File: src/rtl/frame_bank_rotator.sv
// frame_bank_rotator: rotates reader/writer one-hot bank selects across a ring of frame buffers
module frame_bank_rotator #(
  parameter int NUM_BANKS = 2,
  parameter int PIXELS_PER_FRAME = 480000,
  parameter int IDX_W = (NUM_BANKS > 2) ? $clog2(NUM_BANKS) : 1
) (
  input  logic                 CLK_40,
  input  logic                 reset,
  input  logic                 init,
  input  logic                 pixel_en,
  input  logic                 wr_frame_done,
  output logic [NUM_BANKS-1:0] read_bank,
  output logic [NUM_BANKS-1:0] write_bank,
  output logic [IDX_W-1:0]     read_idx,
  output logic [IDX_W-1:0]     write_idx,
  output logic                 wr_ready,
  output logic                 switch_mode,
  output logic                 frame_repeat,
  output logic                 wr_overflow
);
  localparam int PIX_W = $clog2(PIXELS_PER_FRAME);
  typedef enum logic {IDLE, RUN} state_t;
  state_t state;
  logic [IDX_W-1:0] rd_ptr, filled, rd_n, filled_n, wi_n;
  logic [PIX_W-1:0] pix_cnt, pix_n;
  logic [IDX_W:0] sum;
  logic run, boundary, adv, room, acc, ovf, rdy_n;
  always_comb begin
    run = state == RUN;
    boundary = run && pixel_en && pix_cnt == PIX_W'(PIXELS_PER_FRAME - 1);
    adv = boundary && filled != '0;
    room = filled < IDX_W'(NUM_BANKS - 1);
    acc = run && wr_frame_done && room;
    ovf = run && wr_frame_done && !room;
    pix_n = boundary ? '0 : (run && pixel_en) ? pix_cnt + PIX_W'(1) : pix_cnt;
    rd_n = !adv ? rd_ptr : rd_ptr == IDX_W'(NUM_BANKS - 1) ? '0 : rd_ptr + IDX_W'(1);
    filled_n = filled + IDX_W'(acc) - IDX_W'(adv);
    rdy_n = filled_n < IDX_W'(NUM_BANKS - 1);
    sum = (IDX_W + 1)'(rd_n) + (IDX_W + 1)'(filled_n) + (IDX_W + 1)'(1);
    wi_n = IDX_W'(sum >= (IDX_W + 1)'(NUM_BANKS) ? sum - (IDX_W + 1)'(NUM_BANKS) : sum);
  end
  always_ff @(posedge CLK_40) begin
    if (reset) begin
      state <= IDLE;
      rd_ptr <= '0;
      filled <= '0;
      pix_cnt <= '0;
      read_bank <= '0;
      write_bank <= '0;
      read_idx <= '0;
      write_idx <= '0;
      wr_ready <= 1'b0;
      switch_mode <= 1'b0;
      frame_repeat <= 1'b0;
      wr_overflow <= 1'b0;
    end else if (!run) begin
      switch_mode <= 1'b0;
      frame_repeat <= 1'b0;
      wr_overflow <= 1'b0;
      if (init) begin
        state <= RUN;
        rd_ptr <= '0;
        filled <= '0;
        pix_cnt <= '0;
        read_bank <= NUM_BANKS'(1);
        write_bank <= NUM_BANKS'(2);
        read_idx <= '0;
        write_idx <= IDX_W'(1);
        wr_ready <= 1'b1;
      end
    end else begin
      rd_ptr <= rd_n;
      filled <= filled_n;
      pix_cnt <= pix_n;
      read_idx <= rd_n;
      read_bank <= NUM_BANKS'(1) << rd_n;
      wr_ready <= rdy_n;
      write_idx <= rdy_n ? wi_n : write_idx;
      write_bank <= rdy_n ? NUM_BANKS'(1) << wi_n : '0;
      switch_mode <= adv;
      frame_repeat <= boundary && !adv;
      wr_overflow <= ovf;
    end
  end
endmodule
File: config.mk
export PLATFORM = sky130hd
export DESIGN_NAME = frame_bank_rotator
export DESIGN_NICKNAME = d
export VERILOG_FILES = /design/src/rtl/frame_bank_rotator.sv
export SDC_FILE = /design/constraint.sdc
export NUM_CORES = 1
export LEC_CHECK = 0
export ABC_CLOCK_PERIOD_IN_PS = 3200
export BUFFER_PORTS_ARGS = -buffer_cell sky130_fd_sc_hd__buf_2
export CORE_ASPECT_RATIO = 1.75
export CORE_MARGIN = 2
export CORE_UTILIZATION = 57
export DETAILED_ROUTE_END_ITERATION = 8
export PLACE_DENSITY_LB_ADDON = 0.25
export SYNTH_ARGS = -nofsm -noshare
export SYNTH_HDL_FRONTEND = slang
export SYNTH_SLANG_ARGS = --single-unit
File: constraint.sdc
create_clock -name CLK_40 -period 3.2 [get_ports CLK_40]
set_input_delay 0.48 -clock CLK_40 [delete_from_list [all_inputs] [get_ports CLK_40]]
set_output_delay 0.48 -clock CLK_40 [all_outputs]
set_load 0.05 [all_outputs]
==> flow_summary.ini <==
[run_status]
outcome = completed

[floorplan]
initial_core_util_pct = 59.9
die_w_um = 42.4
ios = 15
die_height_um = 71.3
die_area_mm2 = 0.00302
std_cell_rows = 24
core_mm2 = 0.00246

[cells_and_area]
area_delta_synth_final_pct = 10.8
drive_above_1_share_pct = 13.4
fin_cells = 220
layout_commonest_cell = dfxtp_1
nFillCells = 222
finish.utilization_pct = 66.3
diodes = 0
nNetsFinal = 202
final_cell_mix = dfxtp_1, nor2_1, a21oi_1

[sta]
slew_violations = 0
fmax_mhz = 374
layout_min_cycle_time_ns = 2.67
hold_viol = 0
maxSlewHeadroom_pct = 40.4
fin_skew_ns = 0.00467
finalCritPeriodShare_pct = 83.5
tns_ns = 0
worst_pin_slew_ns = 0.887
rsz0062_at_grt = no
setup-violations-final = 0

[power_and_ir_drop]
ir_drop_mv = 0.365
p_leak_uw = 0.000558
power.density_mw_per_mm2 = 456

[worst_setup_path]
critPathRequiredTime_ns = 3.37
cp_max_fo = 13
worstSetupPathType = reg -> reg
arrival_ns = 2.84
end_kind = register
startpoint_type = register

[clock_network]
numCtsBuffers = 5
cts_tree = yes
cts-resized-gates = 0
clock_latency_ns = 0.28
postCtsHoldBufs = 0
clockBufferDepth = 2
htree_num_levels = 2
cts.sinks = 30
path_clk_slew_ns = 0.06
cts_root_buf = clkbuf_8
post_cts_buffers = 0

[placement]
io_buffers = 14
gp_congestion = 0.898
hpwlAfterDp_um = 2650
placed_cells = 213

[global_route]
track_usage_pct = 26.9
grt_pass1_wl_um = 6200
grt_pass1_vias = 1480
overflow = 0
antenna_found_initial = 0
grt_start_max_net_pins = 21

[synthesis]
synth_nets = 186
syn_area_mm2 = 0.00147
synth_cell_type_count = 44
ys.flop_type = dfxtp_1
avgSynthCellArea_um2 = 8.28
async_flop_share_pct = 0
synth-seq-cells = 30
yosys_warnings = 0
synth_edf_count = 0
ys_seq_area_share_pct = 40.7
syn_inst = 178

[detailed_routing]
first_pass_iters = 4
top_layer_used = met4
wl_met1_um = 1330
drc = 0
ant_nets = 0
wl_met3_um = 137
wl_per_cell_um = 16.7
avgViaCountPerCell = 6.60
drt_iter0_drc = 50
num_vias = 1452
wl_met2_um = 2040
routed_wl_um = 3670

[flow_run]
maxCapViolCount = 0

[worst_hold_path]
min_path_type = reg -> reg
where the power goes:
part	internal, uW	leakage (uW)	switching (uW)	total (uW)
clock	149	0.0000383	133	282
combinational	20.8	0.000277	52.6	73.4
sequential	381	0.000244	7.75	389
total	551	0.000558	193	744
kinds of logic after synthesis:
group	after synthesis	synth area share, %
AO/OA/AOI/OAI	46	19.7
buffers and inverters	12	3.40
multiplexers	2	1.36
XOR/XNOR	5	2.97
AND/OR/NAND/NOR	80	29.3
adder cells (fa/ha/maj)	3	2.55
flip-flops	30	40.7
registers in the layout (all words and copies together) (netlist names):
name and cells:
write_bank 2, write_idx 1, wr_overflow 1, wr_ready 1, read_bank 1, frame_repeat 1
pix_cnt 19, run 1, rd_ptr 1, switch_mode 1, filled 1
final cells by class:
cell class	instances	area [um^2]	area share, %
Timing Repair Buffer	15	77.6	4.75
Sequential cell	30	601	36.8
Multi-Input combinational cell	136	823	50.4
Inverter	6	22.5	1.38
Clock buffer	7	76.3	4.67
Tap cell	26	32.5	1.99
worst paths after layout:
kind / from / slack (ns) / endpoint / depth (start not counted)
setup / recovery: run$_SDFF_PP0_ / 0.53 / write_idx$_SDFFE_PP0P_ / 8
hold / removal: pix_cnt[7]$_SDFFE_PP0P_ / 0.48 / pix_cnt[7]$_SDFFE_PP0P_ / 1
setup reg to reg: run$_SDFF_PP0_ / 0.53 / write_idx$_SDFFE_PP0P_ / 8
hold reg to reg: pix_cnt[7]$_SDFFE_PP0P_ / 0.48 / pix_cnt[7]$_SDFFE_PP0P_ / 1
layer usage:
layer  GRT usage, %  vias up
li1               -      691
met1           24.0      683
met2           50.6       56
met3           5.79       22
met4           19.4        0
met5              0        -
Yosys cell counts (3+ instances only):
cell type | count | area share (%)
nor3_1 | 5 | 1.7
nor4_1 | 4 | 1.7
o21ai_0 | 10 | 3.4
dfxtp_1 | 30 | 41
xnor2_1 | 4 | 2.4
a41oi_1 | 3 | 1.8
a21oi_1 | 15 | 5.1
nand3_1 | 11 | 3.7
nand2_1 | 11 | 2.8
a31oi_1 | 7 | 3.0
ha_1 | 3 | 2.5
or3_1 | 4 | 1.7
inv_1 | 5 | 1.3
nor2_1 | 23 | 5.9
nand4_1 | 5 | 2.1
per-stage QoR:
stage               total power, uW  hold WS [ns]  setup WS (ns)  instance area (um^2)
floorplan                       449         0.438          0.962                  1470
global placement                467         0.456          0.816                  1560
detailed placement              469         0.470          0.647                  1560
CTS                             749         0.481          0.601                  1630
global route                    767         0.504          0.346                  1630
finish                          744         0.476          0.529                  1630
worst max-delay path, stage by stage (launching register included):
cell and delay [ns]:
dfxtp_1 0.55, nand2_1 0.27, nor3_2 0.49, nand3_1 0.23, xnor2_1 0.32, ha_1 0.30, nor4_1 0.20, nor2_1 0.07
o311a_1 0.11
Note: power is estimated with default switching activity, not from simulation.
